[config.mk]
export PLATFORM = sky130hd
export DESIGN_NAME = sync_stream_fifo_flat
export DESIGN_NICKNAME = d
export VERILOG_FILES = /design/src/rtl/sync_stream_fifo_if.sv /design/src/rtl/sync_stream_fifo.sv /design/src/flat_wrapper.sv
export SDC_FILE = /design/constraint.sdc
export NUM_CORES = 1
export LEC_CHECK = 0
export ABC_CLOCK_PERIOD_IN_PS = 3230
export BUFFER_PORTS_ARGS = -buffer_cell sky130_fd_sc_hd__buf_2
export CAP_MARGIN = 0
export CORE_UTILIZATION = 55
export CTS_CLUSTER_SIZE = 14
export DETAILED_ROUTE_END_ITERATION = 12
export PLACE_DENSITY = 0.71
export SLEW_MARGIN = 25
export SYNTH_ARGS = -nofsm -noshare
export SYNTH_HDL_FRONTEND = slang
export SYNTH_SLANG_ARGS = --single-unit
[constraint.sdc]
create_clock -name clock -period 3.23 [get_ports clock]
set_clock_uncertainty 0.15 [all_clocks]
set_input_delay 0.323 -clock clock [delete_from_list [all_inputs] [get_ports clock]]
set_output_delay 0.323 -clock clock [all_outputs]
set_load 0.02 [all_outputs]
[src/rtl/sync_stream_fifo_if.sv]
// Valid/ready stream bundle used on both sides of sync_stream_fifo.
// The master drives valid and data. The slave answers with ready.
interface sync_stream_fifo_if #(
   parameter int unsigned WIDTH = 8
) ();
   logic             valid;
   logic             ready;
   logic [WIDTH-1:0] data;

   modport master (output valid, output data, input ready);
   modport slave  (input valid, input data, output ready);
endinterface

[src/rtl/sync_stream_fifo.sv]
// Single-clock show-ahead stream FIFO with a registered output word, a fill level,
// almost-full/almost-empty flags and a synchronous flush.
module sync_stream_fifo #(
   parameter int unsigned WIDTH        = 8,
   parameter int unsigned DEPTH        = 16,
   parameter int unsigned ALMOST_FULL  = 0,
   parameter int unsigned ALMOST_EMPTY = 0
) (
   input  logic                    clock,
   input  logic                    reset,
   input  logic                    flush,
   sync_stream_fifo_if.slave       in_stream,
   sync_stream_fifo_if.master      out_stream,
   output logic                    in_almost_full,
   output logic                    out_almost_empty,
   output logic [$clog2(DEPTH):0]  level
);
   localparam int unsigned PW = $clog2(DEPTH);
   localparam int unsigned LW = PW + 1;

   typedef logic [PW-1:0] ptr_t;
   typedef logic [LW-1:0] lvl_t;

   if (DEPTH < 2 || (DEPTH & (DEPTH - 1)) != 0) begin : g_bad_depth
      $error("sync_stream_fifo: DEPTH must be a power of two >= 2");
   end
   if (ALMOST_FULL > DEPTH || ALMOST_EMPTY > DEPTH) begin : g_bad_thresh
      $error("sync_stream_fifo: ALMOST_FULL/ALMOST_EMPTY must not exceed DEPTH");
   end

   logic [WIDTH-1:0] mem [DEPTH];
   ptr_t             wr_ptr_q, rd_ptr_q;
   lvl_t             level_q;
   logic             out_valid_q;
   logic [WIDTH-1:0] out_data_q;

   logic full, push, pop, mem_has_data, mem_we, mem_re, load_direct;

   always_comb begin
      full         = (level_q == lvl_t'(DEPTH));
      push         = in_stream.valid & ~full;
      pop          = out_valid_q & out_stream.ready;
      // Words parked in the array behind the output register.
      mem_has_data = (level_q > lvl_t'(out_valid_q));
      mem_re       = ~flush & pop & mem_has_data;
      // A push bypasses the array when the output register is (or is about to be) free.
      load_direct  = ~flush & push & (~out_valid_q | (pop & ~mem_has_data));
      mem_we       = ~flush & push & ~load_direct;
   end

   assign in_stream.ready   = ~full;
   assign out_stream.valid  = out_valid_q;
   assign out_stream.data   = out_data_q;
   assign level             = level_q;
   assign in_almost_full    = (lvl_t'(DEPTH) - level_q) <= lvl_t'(ALMOST_FULL);
   assign out_almost_empty  = level_q <= lvl_t'(ALMOST_EMPTY);

   always_ff @(posedge clock) begin
      if (mem_we) begin
         mem[wr_ptr_q] <= in_stream.data;
      end
   end

   always_ff @(posedge clock or negedge reset) begin
      if (!reset) begin
         wr_ptr_q    <= '0;
         rd_ptr_q    <= '0;
         level_q     <= '0;
         out_valid_q <= 1'b0;
         out_data_q  <= '0;
      end else if (flush) begin
         wr_ptr_q    <= '0;
         rd_ptr_q    <= '0;
         level_q     <= '0;
         out_valid_q <= 1'b0;
      end else begin
         if (mem_we) begin
            wr_ptr_q <= wr_ptr_q + 1'b1;
         end
         if (mem_re) begin
            rd_ptr_q   <= rd_ptr_q + 1'b1;
            out_data_q <= mem[rd_ptr_q];
         end else if (load_direct) begin
            out_data_q  <= in_stream.data;
            out_valid_q <= 1'b1;
         end else if (pop) begin
            out_valid_q <= 1'b0;
         end
         if (push && !pop) begin
            level_q <= level_q + 1'b1;
         end else if (pop && !push) begin
            level_q <= level_q - 1'b1;
         end
      end
   end
endmodule

[src/flat_wrapper.sv]
// flat-port wrapper written by rule: the top's interface ports become plain ports
module sync_stream_fifo_flat 
#(
   parameter int unsigned WIDTH        = 8,
   parameter int unsigned DEPTH        = 16,
   parameter int unsigned ALMOST_FULL  = 0,
   parameter int unsigned ALMOST_EMPTY = 0
)
  (clock, reset, flush, in_almost_full, out_almost_empty, level, in_stream_valid, in_stream_data, in_stream_ready, out_stream_valid, out_stream_data, out_stream_ready);
  sync_stream_fifo_if #(.WIDTH(WIDTH)) in_stream_i ();
  sync_stream_fifo_if #(.WIDTH(WIDTH)) out_stream_i ();
  input  logic clock;
  input  logic reset;
  input  logic flush;
  output logic in_almost_full;
  output logic out_almost_empty;
  output logic [$clog2(DEPTH):0] level;
  input wire logic [$bits(in_stream_i.valid)-1:0] in_stream_valid;
  input wire logic [$bits(in_stream_i.data)-1:0] in_stream_data;
  output wire logic [$bits(in_stream_i.ready)-1:0] in_stream_ready;
  output wire logic [$bits(out_stream_i.valid)-1:0] out_stream_valid;
  output wire logic [$bits(out_stream_i.data)-1:0] out_stream_data;
  input wire logic [$bits(out_stream_i.ready)-1:0] out_stream_ready;
  assign in_stream_i.valid = in_stream_valid;
  assign in_stream_i.data = in_stream_data;
  assign in_stream_ready = in_stream_i.ready;
  assign out_stream_valid = out_stream_i.valid;
  assign out_stream_data = out_stream_i.data;
  assign out_stream_i.ready = out_stream_ready;
  sync_stream_fifo #(.WIDTH(WIDTH), .DEPTH(DEPTH), .ALMOST_FULL(ALMOST_FULL), .ALMOST_EMPTY(ALMOST_EMPTY)) u_core (.clock(clock), .reset(reset), .flush(flush), .in_stream(in_stream_i), .out_stream(out_stream_i), .in_almost_full(in_almost_full), .out_almost_empty(out_almost_empty), .level(level));
endmodule
# After elaboration in Yosys (flattened, before gate mapping)
# Memories as Yosys holds them, arrays and structs flattened.
# Cells that the tools add are included.
[word_totals]
reg_bits = 22
ram_bits = 128
in_bits = 13
n_memories = 1
[classes]
add_sub_neg = 5
n_lt_le_gt_ge = 3
n_eq_ne = 2
muxes = 15
bitwise_logic = 14
reduce_logical = 11
[memory_table]
columns = ["memory", "words", "word_bits", "read_ports", "rd_ports_with_merged_regs", "write_ports", "line", "rtl"]
rows = [
  ["u_core.mem", 16, 8, 1, 0, 1, "sync_stream_fifo.sv:31", "logic [WIDTH-1:0] mem [DEPTH];"],
]
[ops]
columns = ["cell", "n"]
rows = [
  ["4-bit two-way mux", 4],
  ["8-bit two-way mux", 2],
  ["5-bit two-way mux", 3],
  ["5-bit by 1-bit <= comparator with 1-bit output (second input constant)", 2],
  ["4-bit by 1-bit adder with 4-bit output (second input constant)", 2],
  ["1-bit AND", 8],
  ["1-bit two-way mux", 6],
  ["2-bit nonzero test", 3],
  ["3-bit nonzero test", 2],
  ["5-bit by 1-bit adder with 5-bit output (second input constant)", 1],
  ["5-bit == test (second input constant)", 1],
  ["5-bit by 1-bit > comparator with 1-bit output", 1],
  ["1-bit NOT", 5],
  ["5-bit by 1-bit subtractor with 5-bit output (second input constant)", 1],
  ["5-bit subtractor (first input constant)", 1],
  ["2-bit AND reduction", 2],
  ["1-bit logical AND", 2],
  ["1-bit logical NOT", 2],
  ["2-bit != test (second input constant)", 1],
  ["1-bit bitwise OR", 1],
]

# Depth between registers and ports, before layout
# Gate-level depths: netlist (run 1).
[depth]
depth_word = 9
mapped_depth = 10

# Least setup slack after synthesis (run 1)
# Ideal clock, no wire load.
[synth_path]
path_type = "register to register"
start = "register u_core.level_q[0], in the netlist u_core.level[0]"
end = "memory u_core.mem[5][0], enable pin"
setup_ns = 0.383
arrival_ns = 2.333
required_time_ns = 2.697
setup_slack_ns = 0.364
path_stages_with_launch = 7
n_path_buf = 0
path_cell_list = "dfrtp_1 inv_1 ha_1 o21ba_2 a311oi_4 nand2_1 nor3_1"
[synth_between]
elab_chain_len = 9
[synth_rtl]
columns = ["element", "line", "rtl"]
rows = [
  ["start: declaration", "sync_stream_fifo.sv:33", "lvl_t level_q;"],
  ["start signal: assignment", "sync_stream_fifo.sv:90", "level_q <= level_q + 1'b1;"],
  ["start signal: assignment", "sync_stream_fifo.sv:92", "level_q <= level_q - 1'b1;"],
  ["5-bit by 1-bit > comparator with 1-bit output / 5-bit == test (equally long branches)", "sync_stream_fifo.sv:44, sync_stream_fifo.sv:40", ""],
  ["1-bit NOT, on equally long branches", "sync_stream_fifo.sv:47, sync_stream_fifo.sv:41", ""],
  ["1-bit AND, on equally long branches", "sync_stream_fifo.sv:47, sync_stream_fifo.sv:41", ""],
  ["1-bit bitwise OR / 1-bit AND (equally long branches)", "sync_stream_fifo.sv:47, sync_stream_fifo.sv:48", ""],
  ["1-bit AND", "sync_stream_fifo.sv:47", "load_direct = ~flush & push & (~out_valid_q | (pop & ~mem_has_data));"],
  ["1-bit NOT", "sync_stream_fifo.sv:48", "mem_we = ~flush & push & ~load_direct;"],
  ["1-bit AND (*)", "sync_stream_fifo.sv:48", ""],
  ["1-bit two-way mux (*)", "sync_stream_fifo.sv:59", "if (mem_we) begin"],
  ["1-bit two-way mux (implied by the code) (*)", "sync_stream_fifo.sv:60", "mem[wr_ptr_q] <= in_stream.data;"],
  ["end: declaration", "sync_stream_fifo.sv:31", ""],
]
# Mark *: on every way between the ends. The rest lies on a longest branch, timed or not.

# Worst setup path after layout (run 1)
[layout_path]
start = "register u_core.level_q[0], in the netlist u_core.level[0]"
end = "memory u_core.mem[15][5], enable pin"
# Same word-level chain as after synthesis.

==> impl_metrics.yaml, run 1 <==
run_status:
  outcome: "complete, no violations"
setup_path:
  crit_chain: "inv_1 -> ha_1 -> o21ba_2 -> a311oi_4 -> and3_1 -> and2_1"
  cp_slowest_cell: "a311oi_4"
  crit_path_max_fanout: 10
  critPathLaunchType: "register"
  worstSetupPathType: "reg2reg"
  max_stage_delay_ps: 520
  crit_arrival_ps: 2750
  critical_path_required_ps: 3150
  cp-end-kind: "register"
sta:
  worst_pin_slew_ps: 639
  min_period_ps: 2830
  fin_crit_sh_pct: 87.5
  setup_viol: 0
  slew-limit-headroom_pct: 57.4
  slew_viol_final: 0
  hold_viol_final: 0
  fin_tns_setup_ps: 0
  clock.fmax_mhz: 354
  rsz0062_at_grt: "false"
logic_synthesis:
  synth_xor_area_share_pct: 1.11
  avgSynthCellArea_um2: 18.0
  synth_cell_type_count: 41
  syn-instance-count: 349
  ys_seq_area_share_pct: 69.8
  synth_top_family_by_area: "multiplexers"
  synth_area_um2: 6290
  synthAdderAreaFrac_pct: 2.70
  synth-simple-area-share_pct: 4.95
  ys_ff_latch: 150
  synth_mux_area_share_pct: 13.3
  syn-num-nets: 375
  synth_compound_area_share_pct: 5.86
  yosysWarnings: 0
routing:
  first_pass_iters: 5
  wl_um: 12500
  via_per_inst: 6.11
  vias: 3336
  post-route-drc-count: 0
  avgRoutedWirePerCell_um: 22.8
  first_iter_violations: 251
  ant_nets: 0
finish:
  seq_area_um2: 4400
  post-route-cell-area_um2: 7200
  area_growth_pct: 14.4
  postLayoutCoreUtil_pct: 65.6
  final_nets: 419
  multi_input_area_um2: 1760
  drive_gt1_share_pct: 21.7
  diodes: 0
  n_fill_cell: 749
global_route:
  antenna_found_initial: 0
  gr-total-overflow: 0
  track_usage_pct: 23.7
  grt_pass1_wl_um: 19100
  grt_pass1_vias: 3370
  grt_max_degree: 36
clocking:
  cts-resized-gates: 0
  root_buffer: "clkbuf_16"
  cts_sinks: 150
  cts_htree_levels: 4
  clkLatencyLatePin_ps: 420
  path_clk_slew_ps: 60
  ctsLongestPathBuffers: 2
  cts_buffers: 17
  cts_tree: "built"
  cts_setup_buffers: 0
floorplan:
  die_h_um: 109
  num_rows: 38
  die_x_um: 109
  io-pin-count: 30
  die-area_um2: 11900
  start_util_pct: 57.3
  coreArea_um2: 11000
power:
  leakagePower_uw: 0.00252
  peakVddDrop_uv: 532
  power_density_nw_per_um2: 680
place:
  post_dp_cell_area_um2: 6600
  port_buffers: 29
  hpwl_um: 7910
  gp_congestion: 0.862
hold_path:
  hold_path_class: "in2reg"
job:
  maxCapViolCount: 0
synthesized netlist by cell type, drive strengths merged:
library cell  count  area [um^2]
nor3b             1         12.5
a21oi            29          145
nor2             25         93.8
dfrtp            22          551
mux2              1         11.3
edfxtp          128         3840
a211oi            1         7.51
mux4             32          788
and3              2         12.5
nand3             4         20.0
and2              9         56.3
a21bo             1         10.0
nand2b            2         12.5
buf              12         90.1
a21o              1         7.51
fa                1         20.0
o21ba             1         10.0
nand3b            1         7.51
a211o             1         8.76
nor4              1         6.26
xor2              5         43.8
nor3              6         35.0
ha               12          150
nor2b             2         12.5
xnor2             3         26.3
mux2i             4         40.0
o31ai             1         7.51
a221oi            1         26.3
clkbuf            3         12.5
inv              10         37.5
nand4             2         12.5
a22oi            16          120
a311oi            1         26.3
nand2             8         30.0
state kept, by name (all words and copies together) (netlist names):
register and cells:
u_core.wr_ptr_q 4, u_core.out_stream.valid 1, u_core.mem 128, u_core.rd_ptr_q 4, u_core.level 5, u_core.out_stream.data 8
placed cells by master (no fill, tap or decap), types with 3 or more instances in the layout:
cell and instances:
and2_1 9, nor2_1 25, clkbuf_16 17, clkinvlp_4 3, nor3_1 5, ha_1 12, buf_2 29, mux2i_1 4
dfrtp_1 21, bufinv_16 3, clkinv_1 3, nand3_1 4, a22oi_1 16, nand2_1 8, xnor2_1 3, xor2_1 5
mux4_1 18, mux4_2 14, edfxtp_1 128, buf_4 9, a21oi_1 29, inv_1 10
through the flow:
| step | worst slack [ps] | instances | power [uW] | hold slack, ps |
|---|---|---|---|---|
| floorplan | 364 | 349 | 2780 | -123 |
| global placement | 509 | 513 | 2960 | 164 |
| detailed placement | 421 | 513 | 2980 | 180 |
| CTS | 393 | 546 | 4930 | 117 |
| global route | 196 | 546 | 5090 | 138 |
| finish | 403 | 546 | 4900 | 126 |
worst max-delay path: cells and delay by family (launching register included):
family,cells,cell delay [ps]
AND/OR/NAND/NOR,2,710
flip-flops,1,460
buffers and inverters,1,110
AO/OA/AOI/OAI,2,770
adder cells (fa/ha/maj),1,280
cell type report:
class / count / area share [%]
clock buffers: 19 / 6.01
clock inverters: 13 / 2.16
inverters: 10 / 0.521
multi-input cells: 174 / 24.5
flip-flops and latches: 150 / 61.1
well taps: 140 / 2.43
repair buffers: 40 / 3.37
power by group:
group / total (uW) / internal, uW / switching, uW
Combinational: 686 / 287 / 400
Clock: 1960 / 1210 / 747
Sequential: 2250 / 2170 / 81.4
Total: 4900 / 3670 / 1230
metal layers:
layer / global-route usage (%) / up-vias / wire, um
met5: 0 / - / 0
met4: 10.1 / 0 / 262
met3: 7.41 / 23 / 846
met2: 37.2 / 122 / 6240
met1: 30.6 / 1706 / 5130
li1: - / 1485 / -
worst paths after layout:
kind | startpoint | endpoint | slack (ps) | cells past startpoint
worst max-delay path | u_core.level[0] | u_core.mem[15][5] | 400 | 6
worst min-delay path | flush | u_core.rd_ptr_q[1] | 130 | 2
worst max register to register | u_core.level[0] | u_core.mem[15][5] | 400 | 6
worst min register to register | u_core.out_stream.data[3] | u_core.out_stream.data[3] | 380 | 2
max in group asynchronous | reset | u_core.rd_ptr_q[0] | 2320 | 2
min in group asynchronous | reset | u_core.level[4] | 250 | 2
timing repair:
action                                  in CTS  in global routing
endpoints found under the setup margin       0                  0
hold endpoints to repair                    22                  0
hold buffers                                 1                  0
kinds of logic (layout without fill, tap and decap cells):
group,after synthesis,after routing
mux,37,37
buf+inv,25,82
flops,150,150
compound gates,53,53
fa+ha+maj,13,13
xor+xnor,8,8
simple gates,63,63
Power figures use the tool's default switching activity.
==> run 2, diff against run 1 <==
--- a/config.mk
+++ b/config.mk
@@ -5,7 +5,7 @@
 export SDC_FILE = /design/constraint.sdc
 export NUM_CORES = 1
 export LEC_CHECK = 0
-export ABC_CLOCK_PERIOD_IN_PS = 3230
+export ABC_CLOCK_PERIOD_IN_PS = 2900
 export BUFFER_PORTS_ARGS = -buffer_cell sky130_fd_sc_hd__buf_2
 export CAP_MARGIN = 0
 export CORE_UTILIZATION = 55
==> constraint.sdc (replaced) <==
create_clock -name clock -period 2.9 [get_ports clock]
set_clock_uncertainty 0.15 [all_clocks]
set_input_delay 0.29 -clock clock [delete_from_list [all_inputs] [get_ports clock]]
set_output_delay 0.29 -clock clock [all_outputs]
set_load 0.02 [all_outputs]
==> impl_metrics.yaml, run 2 (same netlist as run 1, synthesis figures left out) <==
routing:
  via_per_inst: 6.02
  wl_met2_um: 6180
  wl_um: 12500
  highest_layer: "met4"
  vias: 3309
  post-route-drc-count: 0
  routed-wl-met3_um: 728
  ant_nets: 0
  first_iter_violations: 241
  first_pass_iters: 4
  avgRoutedWirePerCell_um: 22.8
  wirelength_met1_um: 5360
finish:
  largest-register: "u_core.mem"
  final_nets: 423
  diodes: 0
  final_common_cell: "edfxtp_1"
  drive_gt1_share_pct: 24.4
  largest_reg_flops: 128
  area_growth_pct: 15.0
  final_cell_mix: "edfxtp_1, a21oi_1, buf_2, nor2_1, dfrtp_1"
setup_path:
  critical_path_required_ps: 2820
  worstSetupPathType: "reg2reg"
  cp-end-kind: "register"
  critPathLaunchType: "register"
  crit_path_max_fanout: 10
  crit_arrival_ps: 2660
clocking:
  cts_setup_buffers: 0
  cts_sinks: 150
  ctsLongestPathBuffers: 2
  root_buffer: "clkbuf_16"
  cts_htree_levels: 4
  clkLatencyLatePin_ps: 420
  cts_buffers: 17
  path_clk_slew_ps: 60
  cts_tree: "built"
power:
  p_sw_uw: 1330
  leakagePower_uw: 0.00255
  switching_share_pct: 24.8
  power_density_nw_per_um2: 743
  p_seq_share_pct: 46.2
  clkPwrFrac_pct: 38.8
  comb_power_share_pct: 15.0
  peakVddDrop_uv: 601
  total_power_uw: 5380
  intPower_uw: 4050
global_route:
  antenna_found_initial: 0
  grt_max_degree: 36
  gr-total-overflow: 0
  grt_pass1_vias: 3274
  grt_pass1_wl_um: 19000
  track_usage_pct: 23.5
floorplan:
  num_rows: 38
  coreArea_um2: 11000
  die_x_um: 109
  die-area_um2: 11900
  start_util_pct: 57.3
  io-pin-count: 30
  die_h_um: 109
sta:
  clock.fmax_mhz: 365
  slew-limit-headroom_pct: 54.1
  setup_viol: 0
  fin_tns_setup_ps: 0
  worst_pin_slew_ps: 687
  fin_crit_sh_pct: 94.4
  slew_viol_final: 0
  min_period_ps: 2740
  hold_viol_final: 0
hold_path:
  hold_path_class: "in2reg"
run_status:
  outcome: "complete, no violations"
place:
  hpwl_um: 7910
  gp_congestion: 0.796
  port_buffers: 29
job:
  maxCapViolCount: 0
-- run 2: cell types whose count changed in the layout (fill, tap and decap cells not counted), sizes merged --
| cell | change |
|---|---|
| buf | +4 |
| bufinv | -2 |
| clkbuf | +6 |
| clkinv | -1 |
| clkinvlp | -1 |
| inv | -2 |
-- run 2: metal layers --
metal  vias up  GRT usage (%)
li1       1487              -
met1      1696           31.7
met2       104           36.3
met3        22           6.16
met4         0           10.2
met5         -              0
-- run 2: final timing paths --
check / start / end / slack, ps / depth (start not counted)
max: u_core.level[0] / u_core.mem[15][0] / 160 / 6
min: out_stream_ready / u_core.out_stream.valid / 120 / 4
max reg2reg: u_core.level[0] / u_core.mem[15][0] / 160 / 6
min reg2reg: u_core.out_stream.data[2] / u_core.out_stream.data[2] / 380 / 2
max in group asynchronous: reset / u_core.rd_ptr_q[0] / 2010 / 2
min in group asynchronous: reset / u_core.level[4] / 230 / 2
-- run 2: stage by stage --
stage / cell area (um^2) / hold WS, ps / instances / worst slack, ps / util (%)
6_report: 7240 / 122 / 550 / 163 / 65.9
5_1_grt: 7240 / 141 / 550 / -24.9 / 65.9
3_3_place_gp: 6640 / 132 / 517 / 171 / 60.5
3_5_place_dp: 6640 / 134 / 517 / 64.6 / 60.5
2_1_floorplan: 6290 / -156 / 349 / 33.9 / -
4_1_cts: 7230 / 105 / 550 / 56.6 / 65.8
-- run 2: what timing repair did --
action                                 CTS  global route
hold buffers                             1             0
gates resized for setup                  0             6
setup endpoints to repair                0            73
endpoints found under the hold margin   22             0
-- run 2: power by group through the flow --
| stage | logic [uW] | registers, uW | clock network [uW] |
|---|---|---|---|
| 3_3_place_gp | 791 | 2520 | 0 |
| 6_report | 809 | 2480 | 2080 |
| 2_1_floorplan | 488 | 2610 | 0 |
| 5_1_grt | 887 | 2500 | 2210 |
| 4_1_cts | 812 | 2480 | 2110 |
| 3_5_place_dp | 804 | 2530 | 0 |
-- run 2: critical path, cell delays in order (launching register included) --
cell and delay (ps):
dfrtp_1 480, inv_1 120, ha_1 280, o21ba_2 240
a311oi_4 440, and3_1 270, and2_1 400
-- run 2: cell type report --
cell class / count / area [um^2]
Multi-Input combinational cell: 174 / 1770
Sequential cell: 150 / 4400
Inverter: 10 / 37.5
Clock inverter: 7 / 68.8
Fill cell: 742 / 3740
Tap cell: 140 / 175
Timing Repair Buffer: 44 / 285
Clock buffer: 25 / 505
==> run 3, diff against run 2 <==
--- a/config.mk
+++ b/config.mk
@@ -7,11 +7,11 @@
 export LEC_CHECK = 0
 export ABC_CLOCK_PERIOD_IN_PS = 2900
 export BUFFER_PORTS_ARGS = -buffer_cell sky130_fd_sc_hd__buf_2
-export CAP_MARGIN = 0
+export CAP_MARGIN = 30
 export CORE_UTILIZATION = 55
 export CTS_CLUSTER_SIZE = 14
 export DETAILED_ROUTE_END_ITERATION = 12
-export PLACE_DENSITY = 0.71
+export PLACE_DENSITY_LB_ADDON = 0.2
 export SLEW_MARGIN = 25
 export SYNTH_ARGS = -nofsm -noshare
 export SYNTH_HDL_FRONTEND = slang
==> impl_metrics.yaml, run 3 (same netlist as run 1, synthesis figures left out) <==
run_status:
  outcome: "complete, no violations"
setup_path:
  cp_slowest_cell: "dfrtp_1"
  critical_path_required_ps: 2840
  cp_top_family: "simple AND/OR/NAND/NOR gates"
  crit_arrival_ps: 2650
  critPathLaunchType: "register"
  worstSetupPathType: "reg2reg"
  crit_path_max_fanout: 8
  max_stage_delay_ps: 480
  crit_chain: "nor4_1 -> ha_1 -> nand2b_1 -> a311oi_4 -> nor3b_2 -> and2_1"
  cp-end-kind: "register"
  crit_buf_inv: 0
global_route:
  grt_max_degree: 36
  antenna_found_initial: 0
  track_usage_pct: 23.2
  grt_pass1_vias: 3208
  gr-total-overflow: 0
  grt_pass1_wl_um: 18600
finish:
  drive_gt1_share_pct: 24.7
  n_fill_cell: 744
  final_cell_mix: "edfxtp_1, a21oi_1, buf_2, nor2_1, dfrtp_1"
  multi_input_area_um2: 1760
  post-route-cell-area_um2: 7280
  largest-register: "u_core.mem"
  seq_area_um2: 4400
  final_nets: 426
  largest_reg_flops: 128
  area_growth_pct: 15.7
  diodes: 0
  final_common_cell: "edfxtp_1"
  fin_cells: 553
clocking:
  clkLatencyLatePin_ps: 430
  cts_htree_levels: 4
  root_buffer: "clkbuf_16"
  cts_sinks: 150
  path_clk_slew_ps: 60
  cts_buffers: 17
  ctsLongestPathBuffers: 2
  cts_tree: "built"
routing:
  wirelength_met1_um: 5550
  vias: 3296
  via_per_inst: 5.96
  highest_layer: "met4"
  wl_um: 12400
  first_iter_violations: 241
  wl_met2_um: 6010
  routed-wl-met3_um: 639
  post-route-drc-count: 0
  first_pass_iters: 5
  ant_nets: 0
  avgRoutedWirePerCell_um: 22.4
sta:
  timing.hold.ws_ps: 99.0
  slew-limit-headroom_pct: 56.4
  slew_viol_final: 0
  hold_viol_final: 0
  worst_pin_slew_ps: 653
  setup_viol: 0
  fin_crit_sh_pct: 93.5
  rsz0062_at_grt: "false"
  min_period_ps: 2710
  fin_tns_setup_ps: 0
  clock.fmax_mhz: 369
place:
  hpwl_um: 7840
  place_inst: 517
  port_buffers: 29
  gp_congestion: 0.859
  post_dp_cell_area_um2: 6630
power:
  leakagePower_uw: 0.00258
  total_power_uw: 5580
  peakVddDrop_uv: 613
  power_density_nw_per_um2: 767
floorplan:
  coreArea_um2: 11000
  io-pin-count: 30
  die_h_um: 109
  num_rows: 38
  start_util_pct: 57.3
  die-area_um2: 11900
  die_x_um: 109
hold_path:
  hold_path_class: "in2reg"
job:
  maxCapViolCount: 0
## run 3: cell types whose count changed in the layout (fill, tap and decap cells not counted), moves of 2 or more
cell and delta:
buf_4 +4, inv_6 +4, bufinv_16 +2, inv_8 +2
clkbuf_8 -5, clkbuf_1 -3, and2_1 +3, and2_2 -3
## run 3: metrics by stage
stage	worst slack [ps]	util, %
4_1_cts	37.2	66.1
2_1_floorplan	33.9	-
5_1_grt	20.2	66.3
6_report	188	66.3
3_5_place_dp	-1.55	60.4
3_3_place_gp	121	60.4
## run 3: final timing paths
path / to / startpoint / slack (ps) / depth (start not counted)
max: u_core.mem[0][1] / u_core.level[1] / 190 / 6
min: u_core.level[4] / flush / 100 / 2
max reg2reg: u_core.mem[0][1] / u_core.level[1] / 190 / 6
min reg2reg: u_core.out_stream.data[3] / u_core.out_stream.data[3] / 370 / 2
max in group asynchronous: u_core.rd_ptr_q[0] / reset / 2000 / 2
min in group asynchronous: u_core.level[2] / reset / 220 / 2
## run 3: power by group
| part | switching, uW | internal (uW) |
|---|---|---|
| clock | 904 | 1370 |
| sequential | 56.0 | 2420 |
| combinational | 489 | 341 |
| total | 1450 | 4130 |
## run 3: cell type report
| class | count | area share (%) |
|---|---|---|
| tap | 140 | 2.41 |
| clock inverter | 15 | 2.61 |
| sequential | 150 | 60.4 |
| multi-input combinational | 174 | 24.2 |
| inverter | 10 | 0.515 |
| timing repair buffer | 47 | 4.05 |
| clock buffer | 17 | 5.84 |
## run 3: per-layer routing
| layer | global-route usage (%) | up-vias |
|---|---|---|
| met4 | 9.07 | 0 |
| met3 | 6.10 | 16 |
| met2 | 34.5 | 95 |
| li1 | - | 1508 |
| met5 | 0 | - |
| met1 | 32.8 | 1677 |
## run 3: what timing repair did
item,4_1_cts,5_1_grt
pin swaps,0,1
gates resized for setup,1,1
endpoints found under the hold margin,22,0
buffers inserted,0,3
endpoints found under the setup margin,7,64
hold buffers,1,0
